===== src/rtl/alu_issue_ctrl.sv =====
// alu_issue_ctrl: accepts ALU requests, holds operands on the ALU for the op latency, captures R/S/exception.
// Optional accumulated exception flag is built when ALU_STICKY_EXC_EN is defined.
module alu_issue_ctrl #(
  parameter int WIDTH      = 16,
  parameter int MULDIV_LAT = 4
) (
  input  logic             clk,
  input  logic             rst,
  input  logic             req_valid,
  output logic             req_ready,
  input  logic [3:0]       req_ctl,
  input  logic [WIDTH-1:0] req_a,
  input  logic [WIDTH-1:0] req_b,
  output logic [WIDTH-1:0] alu_a,
  output logic [WIDTH-1:0] alu_b,
  output logic [3:0]       alu_ctl,
  input  logic [WIDTH-1:0] alu_r,
  input  logic [WIDTH-1:0] alu_s,
  input  logic             alu_exc,
  output logic             rsp_valid,
  input  logic             rsp_ready,
  output logic [WIDTH-1:0] rsp_r,
  output logic [WIDTH-1:0] rsp_s,
  output logic             rsp_exc,
  output logic [3:0]       rsp_ctl,
  output logic             exc_sticky,
  input  logic             exc_clear,
  output logic [1:0]       fsm_state
);

  localparam int LAT = (MULDIV_LAT < 1) ? 1 : MULDIV_LAT;
  localparam int CW  = (LAT > 1) ? $clog2(LAT) : 1;
  localparam logic [CW-1:0] MULDIV_LOAD = CW'(LAT - 1);

  typedef enum logic [1:0] {
    IDLE = 2'd0,
    EXEC = 2'd1,
    RESP = 2'd2
  } state_t;

  state_t        state;
  logic [CW-1:0] cnt;
  logic          illegal_op;
  logic          req_single;
  logic          req_muldiv;
  logic          req_legal;
  logic          capture;

  assign req_single = req_ctl[3];
  assign req_muldiv = (req_ctl == 4'b0001) || (req_ctl == 4'b0010);
  assign req_legal  = req_single | req_muldiv;
  assign capture    = (state == EXEC) && (cnt == '0);
  assign fsm_state  = state;

  // Handshakes: a transfer happens on a rising edge where valid and ready are both 1;
  // req_ready is 1 only in IDLE and rsp_valid only in RESP, so the two never coincide.
  always_ff @(posedge clk) begin
    if (rst) begin
      state      <= IDLE;
      req_ready  <= 1'b1;
      rsp_valid  <= 1'b0;
      alu_a      <= '0;
      alu_b      <= '0;
      alu_ctl    <= 4'b0000;
      rsp_r      <= '0;
      rsp_s      <= '0;
      rsp_exc    <= 1'b0;
      rsp_ctl    <= 4'b0000;
      cnt        <= '0;
      illegal_op <= 1'b0;
    end else begin
      case (state)
        IDLE: begin
          if (req_valid) begin
            req_ready <= 1'b0;
            state     <= EXEC;
            cnt       <= '0;
            if (req_legal) begin
              alu_a      <= req_a;
              alu_b      <= req_b;
              alu_ctl    <= req_ctl;
              illegal_op <= 1'b0;
              if (req_muldiv) cnt <= MULDIV_LOAD;
            end else begin
              // Illegal codes spend one EXEC cycle so their latency matches a single-cycle op.
              rsp_r      <= '0;
              rsp_s      <= '0;
              rsp_exc    <= 1'b1;
              rsp_ctl    <= req_ctl;
              illegal_op <= 1'b1;
            end
          end
        end
        EXEC: begin
          if (capture) begin
            state     <= RESP;
            rsp_valid <= 1'b1;
            if (!illegal_op) begin
              rsp_r   <= alu_r;
              rsp_s   <= alu_s;
              rsp_exc <= alu_exc;
              rsp_ctl <= alu_ctl;
            end
          end else begin
            cnt <= cnt - 1'b1;
          end
        end
        RESP: begin
          if (rsp_ready) begin
            state     <= IDLE;
            rsp_valid <= 1'b0;
            req_ready <= 1'b1;
          end
        end
        default: begin
          state     <= IDLE;
          req_ready <= 1'b1;
          rsp_valid <= 1'b0;
        end
      endcase
    end
  end

`ifdef ALU_STICKY_EXC_EN
  logic exc_set;

  // A new exception wins over a coincident clear.
  assign exc_set = ((state == IDLE) && req_valid && !req_legal) ||
                   (capture && !illegal_op && alu_exc);

  always_ff @(posedge clk) begin
    if (rst) begin
      exc_sticky <= 1'b0;
    end else if (exc_set) begin
      exc_sticky <= 1'b1;
    end else if (exc_clear) begin
      exc_sticky <= 1'b0;
    end
  end
`else
  logic unused_exc_clear;

  assign unused_exc_clear = exc_clear;
  assign exc_sticky       = 1'b0;
`endif

endmodule


===== config.mk =====
export PLATFORM = sky130hd
export DESIGN_NAME = alu_issue_ctrl
export DESIGN_NICKNAME = d
export VERILOG_FILES = /design/src/rtl/alu_issue_ctrl.sv
export SDC_FILE = /design/constraint.sdc
export NUM_CORES = 1
export LEC_CHECK = 0
export BUFFER_PORTS_ARGS = -buffer_cell sky130_fd_sc_hd__buf_2
export CAP_MARGIN = 20
export CORE_AREA = 2 2 94 96
export CTS_CLUSTER_DIAMETER = 100
export CTS_CLUSTER_SIZE = 28
export DETAILED_ROUTE_END_ITERATION = 6
export DIE_AREA = 0 0 96 98
export GPL_ROUTABILITY_DRIVEN = 0
export GPL_TIMING_DRIVEN = 0
export PLACE_DENSITY = 0.72
export REMOVE_ABC_BUFFERS = 1
export SLEW_MARGIN = 40
export SYNTH_ARGS = -nofsm -noshare
export SYNTH_HDL_FRONTEND = slang
export SYNTH_SLANG_ARGS = --single-unit

===== constraint.sdc =====
create_clock -name clk -period 1.9 [get_ports clk]
set_input_delay 0.285 -clock clk [delete_from_list [all_inputs] [get_ports clk]]
set_output_delay 0.285 -clock clk [all_outputs]
set_load 0.01 [all_outputs]

# After elaboration in Yosys (flattened, before gate mapping)
# Index checks and enable logic that the tools add are counted.
[classes]
add_sub_neg = 1
n_eq_ne = 10
n_mux = 34
bitwise_logic = 3
n_reduce_logical = 12
[op_table]
columns = ["operator", "n"]
rows = [
  ["$mux W16", 6],
  ["$pmux W16 S2", 2],
  ["$mux W4", 4],
  ["$reduce_and A3 Y1", 5],
  ["$mux W2", 7],
  ["$ne A2 B2 Y1 const B", 6],
  ["$mux W1", 9],
  ["$pmux W4 S2", 1],
  ["$pmux W1 S3", 2],
  ["$pmux W2 S3", 1],
  ["$reduce_and A5 Y1", 1],
  ["$eq A4 B1 Y1 const B", 1],
  ["$eq A4 B2 Y1 const B", 1],
  ["$logic_not A2 Y1", 2],
  ["$pmux W2 S2", 1],
  ["$eq A2 B1 Y1 const B", 1],
  ["$eq A2 B2 Y1 const B", 1],
  ["$not A1 Y1", 2],
  ["$pmux W1 S2", 1],
  ["$reduce_and A2 Y1", 1],
  ["$reduce_bool A2 Y1", 1],
  ["$sub A2 B1 Y2 const B", 1],
  ["$logic_and A1 B1 Y1", 1],
  ["$logic_or A1 B1 Y1", 1],
  ["$or A1 B1 Y1", 1],
]
[word_totals]
register_bits = 80
out_inout_bits = 78
wordCells = 72

# Longest topological paths before layout
# Gate-level depths: netlist of the first run.
[logic_depth]
depth_word = 6
ltp_mapped = 8
mapped_depth_nobuf = 6

# Least setup slack after synthesis of the first run
# Ideal clock, no wire load.
[synth_timing]
kind = "register to register"
from = "reg cnt[0]"
to = "reg rsp_r[10]"
arrival_ps = 1407
t_required_ps = 1777
slack_ps = 371
stages_incl_launch_ff = 9
path_cell_list = "dfxtp_1 -> inv_1 -> ha_1 -> and4bb_1 -> o32a_1 -> buf_4 -> buf_2 -> nand3_1 -> o21ai_0"
[synth_between]
elab_chain_cells = 4
[synth_rtl]
columns = ["element", "line", "source"]
rows = [
  ["start: declaration", "42", "logic [CW-1:0] cnt;"],
  ["start signal: assignment", "105", "cnt <= cnt - 1'b1;"],
  ["$logic_not A2 Y1", "52", "assign capture = (state == EXEC) && (cnt == '0);"],
  ["$logic_and A1 B1 Y1", "52", ""],
  ["$ne A2 B2 Y1 (no line)", "-", ""],
  ["$reduce_and A5 Y1 (no line)", "-", ""],
  ["end signal: assignment", "99", "rsp_r <= alu_r;"],
  ["end: declaration", "22", "output logic [WIDTH-1:0] rsp_r,"],
]
# No other way between the ends.
# A chain may end at the register's enable or synchronous reset.

# Final worst setup path of the first run
[layout_timing]
from = "reg cnt[0]"
to = "reg rsp_r[1]"
# Same word-level chain as after synthesis.

==> results.sh, run 1 <==
export IMPL_numPortBuffers=149
export IMPL_clk_insertion_delay_late_ns=0.34
export IMPL_finClkSkew_ns=0.00833
export IMPL_criticalPathCategory="flip-flop to flip-flop"
export IMPL_cp_start_kind="flip-flop"
export IMPL_crit_fanout=37
export IMPL_fin_nets=581
export IMPL_cellLeakagePower_nw=1.84
export IMPL_netSwitchingPower_mw=1.10
export IMPL_period_needed_ns=1.77
export IMPL_r2r_slack_ns=0.13
export IMPL_switching_share=0.293
export IMPL_syn_area_per_cell_um2=8.38
export IMPL_slowest_delay_ns=0.34
export IMPL_synthArstFlopShare=0
export IMPL_dr_first_iter_drc_count=63
export IMPL_cp_cell_sequence="inv_1 > ha_1 > and4bb_1 > o32a_4 > buf_16 > buf_16 > nand3_1 > o21ai_0"
export IMPL_overflow=0
export IMPL_slew_headroom=0.482
export IMPL_synth_cell_area_um2=3110
export IMPL_antenna_found_initial=0
export IMPL_die_area_um2=9410
export IMPL_max_freq_ghz=0.564
export IMPL_yosys_top_cells_area="dfxtp_1, nand2_1, nand2b_1, a21oi_1, o21ai_0"
export IMPL_grt_max_degree=82
export IMPL_n_antenna_cell=0
export IMPL_p_per_area_nw_per_um2=902
export IMPL_cts_tree="built"
export IMPL_post_route_period_util=0.933
export IMPL_yosysTopAreaCell="dfxtp_1"
export IMPL_cp_required_ns=2.12
export IMPL_cts_sinks=80
export IMPL_dp_hpwl_um=5100
export IMPL_setup_viol=0
export IMPL_arrival_ns=2.00
export IMPL_htreeDepth=3
export IMPL_routed_via_density=4.71
export IMPL_post_synth_num_cell_types=33
export IMPL_grt_pass1_wl_um=11800
export IMPL_synthCells=371
export IMPL_path_common_cell="buf_16"
export IMPL_pwr_share_comb=0.204
export IMPL_clkPwrFrac=0.293
export IMPL_worstMarginPinSlew_ns=0.778
export IMPL_endpoint_kind="flip-flop"
export IMPL_grt_pass1_vias=2802
export IMPL_drc=0
export IMPL_whs_path_depth=3
export IMPL_clk_pin_slew_worst_paths_ns=0.08
export IMPL_area_growth_synth_to_final_pct=33.1
export IMPL_power_frac_seq=0.503
export IMPL_cts_buffer_depth=2
export IMPL_ir_drop_uv=313
export IMPL_r2r_cells=8
export IMPL_intPower_mw=2.64
export IMPL_die_x_um=96
export IMPL_slowest_stage="dfxtp_2"
export IMPL_min_delay_start="alu_s[15]"
export IMPL_core_area_um2=8470
export IMPL_drv_cap=0
export IMPL_rows=34
export IMPL_vias=2917
export IMPL_synth_edf_count=0
export IMPL_avgRoutedWirePerCell_um=11.8
export IMPL_first_pass_iters=4
export IMPL_wl_um=7310
export IMPL_synth_ff_latch_count=80
export IMPL_cts_root_buffer="clkbuf_8"
export IMPL_die_h_um=98
export IMPL_finalPower_mw=3.74
export IMPL_cts_buffers=9
export IMPL_ios=152
export IMPL_yosys_warnings=0
export IMPL_grt_setup_unrepaired="no"
export IMPL_postRouteAntennaNets=0
export IMPL_slew_viol_final=0
export IMPL_r2r_end="rsp_r[1]"
export IMPL_ys_seq_area_frac=0.515
export IMPL_synth_top_cell_area_share=0.515
export IMPL_reg2reg_from="cnt[0]"
export IMPL_initial_core_util=0.367
export IMPL_hold_end="rsp_s[15]"
export IMPL_hp_class="input pin to flip-flop"
export IMPL_status="finished, final reports clean"
export IMPL_cp_top_family="buffers and inverters"
export IMPL_ys_flop_type="dfxtp_1"
export IMPL_critPathBufInv=3
export IMPL_hold_buffers=0
export IMPL_finalHoldViolCount=0
export IMPL_track_usage=0.154
export IMPL_drive_above_1_share=0.352
export IMPL_finalSetupTns_ns=0
[flip-flops by register name (all words and copies together) (netlist names)]
register / flops
alu_ctl: 4
rsp_exc: 1
alu_b: 16
req_ready: 1
rsp_valid: 1
rsp_r: 16
fsm_state: 2
cnt: 2
alu_a: 16
illegal_op: 1
rsp_s: 16
rsp_ctl: 4
[Yosys cell counts, types with 2 or more instances]
library cell,instances
dfxtp_1,80
nand2_1,71
a21oi_1,42
nand2b_1,35
o21ai_0,33
nand3_1,32
nor2_1,15
clkbuf_1,12
buf_4,6
a211oi_1,5
buf_2,5
mux2i_1,5
buf_1,3
clkbuf_2,3
nor3_1,3
buf_6,2
inv_1,2
o21ai_1,2
[worst max-delay path by stage]
stage / endpoint / depth (start not counted) / slack [ns] / start
2_1_floorplan: rsp_ctl[2] / 4 / -0.70 / fsm_state[0]
4_1_cts: rsp_s[2] / 8 / 0.06 / cnt[0]
3_3_place_gp: rsp_r[8] / 3 / -1.24 / fsm_state[0]
5_1_grt: rsp_r[8] / 8 / 0.001 / cnt[0]
6_report: rsp_r[1] / 8 / 0.13 / cnt[0]
3_5_place_dp: rsp_s[2] / 6 / -0.08 / fsm_state[0]
[layout by cell type (no fill, tap or decap), types with 2 or more instances in the layout]
cell,n
nand3_1,32
dfxtp_2,3
a211oi_1,5
dfxtp_1,77
clkbuf_8,10
clkinvlp_4,3
nand2_1,71
mux2i_1,5
a21oi_1,42
o21ai_0,33
buf_4,3
nor2_1,14
clkinv_2,2
o21ai_1,2
buf_16,2
nor3_1,3
buf_2,148
inv_1,2
nand2b_1,35
[tightest hold or removal path: stages]
cell and delay [ns]:
buf_2 0.07, nand3_1 0.05, o21ai_0 0.06
[routing by layer]
| layer | track usage | vias to the layer above | routed length (µm) |
|---|---|---|---|
| met3 | 0.0502 | 9 | 548 |
| li1 | - | 1502 | - |
| met5 | 0 | - | 0 |
| met2 | 0.268 | 102 | 3400 |
| met4 | 0.0615 | 0 | 89 |
| met1 | 0.170 | 1304 | 3270 |
[power by group through the flow]
stage	Sequential, mW	Combinational [mW]	Clock, mW
after floorplan	1.96	0.324	0
after global placement	1.91	0.655	0
after detailed placement	1.92	0.746	0
after CTS	1.88	0.753	1.15
after global routing	1.90	0.846	1.23
final	1.88	0.761	1.10
[cells by family (layout without fill, tap and decap cells)]
group	after synthesis	count (layout)	synth area share
AND/OR/NAND/NOR	161	161	0.248
buffers and inverters	33	173	0.0551
AO/OA/AOI/OAI	88	88	0.155
XOR/XNOR	2	2	0.00563
other	1	1	0.00121
multiplexers	5	5	0.0161
flip-flops	80	80	0.515
adder cells (fa/ha/maj)	1	1	0.00402
[cell type report]
type                            count  area (µm²)
Clock buffer                       11         141
Clock inverter                      5        32.5
Fill cell                         813        4330
Inverter                            2        7.51
Multi-Input combinational cell    258        1370
Sequential cell                    80        1610
Tap cell                          108         135
Timing Repair Buffer              155         845
[timing repair]
action                                  in CTS  in global routing
gates resized for setup                      2                  3
setup buffers                                0                  2
endpoints found under the setup margin      65                 15
gates cloned                                 0                  0
[through the flow]
stage                      util  hold slack (ns)  instances  area, µm²  setup WS, ns
after floorplan               -            0.350        340       2950        -0.704
after global placement    0.452            0.439        597       3830         -1.24
after detailed placement  0.464            0.444        601       3930       -0.0824
after CTS                 0.486            0.135        617       4110        0.0583
after global routing      0.489            0.144        619       4140       0.00121
final                     0.489            0.156        619       4140         0.126
Power figures use the tool's default switching activity.
==> run 2, diff against run 1 <==
--- a/config.mk
+++ b/config.mk
@@ -8,12 +8,11 @@
 export BUFFER_PORTS_ARGS = -buffer_cell sky130_fd_sc_hd__buf_2
 export CAP_MARGIN = 20
 export CORE_AREA = 2 2 94 96
-export CTS_CLUSTER_DIAMETER = 100
+export CTS_CLUSTER_DIAMETER = 200
 export CTS_CLUSTER_SIZE = 28
 export DETAILED_ROUTE_END_ITERATION = 6
 export DIE_AREA = 0 0 96 98
 export GPL_ROUTABILITY_DRIVEN = 0
-export GPL_TIMING_DRIVEN = 0
 export PLACE_DENSITY = 0.72
 export REMOVE_ABC_BUFFERS = 1
 export SLEW_MARGIN = 40
==> run 2 against run 1 <==
Against the previous run:
- worst hold slack better by 0.0021 ns
- sequential power hardly changed
- total power grew 10%
- worst setup slack improved by 0.028 ns
- global-route usage up 0.21 points
- design area increased by 1.3%
- cell count increased by 0.32%
- core utilization increased by 0.64 points
- combinational power is 3.2% lower
- die area stayed put
- critical path type unchanged
- critical endpoint is now rsp_r[8]
- largest power group unchanged
==> results.sh, run 2 (synthesis results as in run 1) <==
export IMPL_status="finished, final reports clean"
export IMPL_final_core_util=0.495
export IMPL_avgRoutedWirePerCell_um=11.8
export IMPL_hp_class="input pin to flip-flop"
export IMPL_finClkSkew_ns=0.00901
export IMPL_r2r_end="rsp_r[8]"
export IMPL_grtUsageMet2=0.259
export IMPL_startpoint="cnt[0]"
export IMPL_cts_root_buffer="clkbuf_8"
export IMPL_use_met3=0.0532
export IMPL_criticalPathCategory="flip-flop to flip-flop"
export IMPL_drv_cap=0
export IMPL_period_needed_ns=1.75
export IMPL_routed_via_density=4.73
export IMPL_dp_cells=605
export IMPL_rows=34
export IMPL_stdcell_area_um2=4190
export IMPL_layout_common_cells="buf_2, dfxtp_1, nand2_1, a21oi_1, nand2b_1"
export IMPL_worst_slack_ns=0.155
export IMPL_die_x_um=96
export IMPL_n_antenna_cell=0
export IMPL_cts_sinks=80
export IMPL_dr_first_iter_drc_count=94
export IMPL_wl_um=7340
export IMPL_overflow=0
export IMPL_crit_fanout=64
export IMPL_setup_viol=0
export IMPL_grt_pass1_wl_um=11800
export IMPL_final_common_cell="buf_2"
export IMPL_post_route_period_util=0.919
export IMPL_drive_above_1_share=0.349
export IMPL_htreeDepth=3
export IMPL_ir_drop_uv=384
export IMPL_clk_pin_slew_worst_paths_ns=0.08
export IMPL_first_pass_iters=4
export IMPL_grt_max_degree=81
export IMPL_die_h_um=98
export IMPL_cts_buffers=9
export IMPL_initial_core_util=0.367
export IMPL_ios=152
export IMPL_die_area_um2=9410
export IMPL_cts_tree="built"
export IMPL_antenna_found_initial=0
export IMPL_arrival_ns=1.96
export IMPL_area_growth_synth_to_final_pct=34.8
export IMPL_grt_setup_unrepaired="no"
export IMPL_postRouteAntennaNets=0
export IMPL_max_freq_ghz=0.573
export IMPL_dp_slack_ns=0.170
export IMPL_cp_required_ns=2.11
export IMPL_clk_insertion_delay_late_ns=0.34
export IMPL_post_cts_buffers=0
export IMPL_cts_resized=0
export IMPL_post_dp_cell_area_um2=3940
export IMPL_grt_pass1_vias=2696
export IMPL_endpoint_kind="flip-flop"
export IMPL_core_area_um2=8470
export IMPL_cp_start_kind="flip-flop"
export IMPL_slew_viol_final=0
export IMPL_cellLeakagePower_nw=1.88
export IMPL_r2r_cells=7
export IMPL_cts_buffer_depth=2
export IMPL_finalHoldViolCount=0
export IMPL_hold_buffers=0
export IMPL_p_per_area_nw_per_um2=984
export IMPL_numPortBuffers=149
export IMPL_grtUsageMet1=0.187
export IMPL_track_usage=0.156
export IMPL_reg2reg_from="cnt[0]"
export IMPL_fin_nets=583
export IMPL_busiest_layer="met2"
export IMPL_post_layout_nonfiller_instances=621
export IMPL_dp_hpwl_um=5090
export IMPL_r2r_slack_ns=0.15
export IMPL_vias=2938
export IMPL_cp_endpoint="rsp_r[8]"
export IMPL_drc=0
run 2: worst min path at each step:
stage	start	to	depth (start not counted)
final	alu_r[10]	rsp_r[10]	3
after global placement	alu_b[7]	alu_b[7]	2
after floorplan	rst	rsp_ctl[2]	1
after detailed placement	alu_b[13]	alu_b[13]	2
after global routing	alu_r[3]	rsp_r[3]	3
after CTS	alu_r[7]	rsp_r[7]	3
run 2: layout make-up:
class | count | area [µm²]
Timing Repair Buffer | 157 | 856
Clock buffer | 10 | 138
Inverter | 2 | 7.51
Tap cell | 108 | 135
Clock inverter | 6 | 115
Fill cell | 824 | 4270
Sequential cell | 80 | 1600
Multi-Input combinational cell | 258 | 1340
run 2: per-stage QoR:
step	TNS, ns	power (mW)	hold slack (ns)
2_1_floorplan	-25.29	2.29	0.350
3_3_place_gp	0	2.63	0.439
3_5_place_dp	0	2.65	0.443
4_1_cts	0	4.19	0.139
5_1_grt	0	4.37	0.145
6_report	0	4.13	0.158
run 2: where the power goes:
group | switching [mW] | internal (mW)
Sequential | 0.0697 | 1.80
Clock | 0.607 | 0.916
Combinational | 0.423 | 0.314
Total | 1.10 | 3.03
run 2: per-layer routing:
metal	share of wire	wire length (µm)	up-vias
met5	0	0	-
met4	0.011	84	0
met3	0.080	591	10
met2	0.47	3440	105
met1	0.44	3230	1316
li1	-	-	1507
run 2: worst max-delay path, stage by stage (launching register included):
cell and delay, ns:
dfxtp_1 0.35, inv_1 0.05, ha_1 0.24, and4bb_1 0.23
o32a_2 0.30, buf_12 0.22, nand3_1 0.10, o21ai_0 0.09
==> run 3, diff against run 2 <==
--- a/config.mk
+++ b/config.mk
@@ -13,7 +13,7 @@
 export DETAILED_ROUTE_END_ITERATION = 6
 export DIE_AREA = 0 0 96 98
 export GPL_ROUTABILITY_DRIVEN = 0
-export PLACE_DENSITY = 0.72
+export PLACE_DENSITY = 0.74
 export REMOVE_ABC_BUFFERS = 1
 export SLEW_MARGIN = 40
 export SYNTH_ARGS = -nofsm -noshare
==> constraint.sdc (replaced) <==
create_clock -name clk -period 1.41 [get_ports clk]
set_input_delay 0.2115 -clock clk [delete_from_list [all_inputs] [get_ports clk]]
set_output_delay 0.2115 -clock clk [all_outputs]
set_load 0.01 [all_outputs]
==> run 3 against run 2 <==
Against the previous run:
- the flow now finishes with violations (negative setup slack)
- sequential power is 37% higher
- die area stayed put
- via count up 9.8%
- sequential cell count unchanged
- critical path depth fell by 1
- global-route usage up 0.23 points
- largest cell class is now multi-input gates
- largest power group unchanged
==> results.sh, run 3 (synthesis results as in run 1) <==
export IMPL_post_route_period_util=1.06
export IMPL_grt_pass1_vias=2766
export IMPL_hold_buffers=0
export IMPL_post_dp_cell_area_um2=4020
export IMPL_finClkSkew_ns=0.0103
export IMPL_die_h_um=98
export IMPL_hold_end="rsp_s[0]"
export IMPL_slew_viol_final=0
export IMPL_worstMarginPinSlew_ns=0.509
export IMPL_antenna_found_initial=0
export IMPL_rows=34
export IMPL_criticalPathCategory="flip-flop to flip-flop"
export IMPL_ir_drop_uv=666
export IMPL_htreeDepth=3
export IMPL_wl_um=9970
export IMPL_n_antenna_cell=0
export IMPL_postRouteAntennaNets=0
export IMPL_drive_above_1_share=0.532
export IMPL_numPortBuffers=149
export IMPL_period_needed_ns=1.49
export IMPL_p_per_area_nw_per_um2=1180
export IMPL_grt_setup_unrepaired="yes"
export IMPL_clk_pin_slew_worst_paths_ns=0.09
export IMPL_dp_cells=614
export IMPL_vias=3227
export IMPL_initial_core_util=0.367
export IMPL_cts_root_buffer="clkbuf_8"
export IMPL_violations="negative setup slack"
export IMPL_hold_slack_ns=0.0828
export IMPL_slew_headroom=0.659
export IMPL_stdcell_area_um2=4930
export IMPL_drv_cap=0
export IMPL_grt_max_degree=66
export IMPL_cts_buffer_depth=2
export IMPL_drc=0
export IMPL_use_met3=0.0471
export IMPL_reg2reg_from="fsm_state[1]"
export IMPL_grtUsageMet2=0.286
export IMPL_core_area_um2=8470
export IMPL_track_usage=0.158
export IMPL_avgRoutedWirePerCell_um=15.4
export IMPL_r2r_end="alu_b[11]"
export IMPL_routed_via_density=4.99
export IMPL_clk_insertion_delay_late_ns=0.34
export IMPL_r2r_slack_ns=-0.08
export IMPL_busiest_layer="met2"
export IMPL_status="finished with violations"
export IMPL_min_delay_start="alu_s[0]"
export IMPL_hp_class="input pin to flip-flop"
export IMPL_fin_nets=609
export IMPL_die_x_um=96
export IMPL_endpoint_kind="flip-flop"
export IMPL_cp_start_kind="flip-flop"
export IMPL_setup_viol=71
export IMPL_cts_buffers=9
export IMPL_final_common_cell="buf_2"
export IMPL_grtUsageMet1=0.175
export IMPL_layout_common_cells="buf_2, dfxtp_1, nand2b_1, nand3_1, o21ai_0"
export IMPL_finalPower_mw=5.81
export IMPL_first_pass_iters=4
export IMPL_dp_hpwl_um=5290
export IMPL_final_core_util=0.583
export IMPL_max_freq_ghz=0.671
export IMPL_finalHoldViolCount=0
export IMPL_whs_path_depth=3
export IMPL_grt_pass1_wl_um=11900
export IMPL_arrival_ns=1.71
export IMPL_crit_fanout=8
export IMPL_dr_first_iter_drc_count=76
export IMPL_cp_required_ns=1.63
export IMPL_cts_sinks=80
export IMPL_post_layout_nonfiller_instances=647
export IMPL_ios=152
export IMPL_area_growth_synth_to_final_pct=58.6
export IMPL_cts_tree="built"
export IMPL_r2r_cells=6
export IMPL_worst_slack_ns=-0.0809
export IMPL_die_area_um2=9410
export IMPL_cellLeakagePower_nw=2.22
export IMPL_overflow=0
## run 3: changes by cell type in the layout (fill, tap and decap cells not counted), sizes merged
cell / before / now
clkinv: 1 / 3
clkbuf: 10 / 18
inv: 3 / 2
buf: 157 / 176
bufinv: 3 / 1
## run 3: layer usage
layer / up-vias / part of all wire
met5: - / 0
met4: 0 / 0.013
met3: 11 / 0.063
met2: 123 / 0.51
met1: 1526 / 0.42
li1: 1567 / -
## run 3: worst max path at each step
stage          slack [ns]    endpoint         start  depth (start not counted)
4_1_cts             -0.09   rsp_r[11]        cnt[0]                          7
6_report            -0.08   alu_b[11]  fsm_state[1]                          6
5_1_grt             -0.16    alu_a[4]  fsm_state[1]                          6
3_5_place_dp        -0.13   rsp_r[11]        cnt[0]                          7
3_3_place_gp        -0.08    rsp_s[5]        cnt[0]                          7
2_1_floorplan       -1.19  rsp_ctl[2]  fsm_state[0]                          4
## run 3: area by class of cell
type                    instances  area (µm²)
repair buffers                183        1220
flip-flops and latches         80        1610
clock inverters                 5        56.3
clock buffers                  11         141
well taps                     108         135
fillers                       732        3530
inverters                       2        7.51
multi-input cells             258        1760
## run 3: per-stage QoR
| stage | TNS [ns] | setup slack [ns] |
|---|---|---|
| after floorplan | -54.08 | -1.19 |
| after global placement | -2.82 | -0.0848 |
| after detailed placement | -3.86 | -0.127 |
| after CTS | -2.12 | -0.0886 |
| after global routing | -8.89 | -0.163 |
| final | -3.28 | -0.0809 |
## run 3: worst max-delay path, stage by stage, from the launching register on
cell and delay [ns]:
dfxtp_4 0.39, nor3b_4 0.26, buf_4 0.16, o211ai_4 0.18
clkbuf_16 0.25, nand2_2 0.08, a21oi_2 0.05
## run 3: what timing repair did
action                     CTS  global route
setup buffers                1             3
pin swaps                    0            56
hold endpoints to repair     0             0
setup endpoints to repair   55            74
resized for setup           16           105
gates cloned                 0            13
## run 3: power by group
part	switching, mW	internal (mW)
Clock	0.828	0.865
Combinational	0.821	0.736
Sequential	0.132	2.43
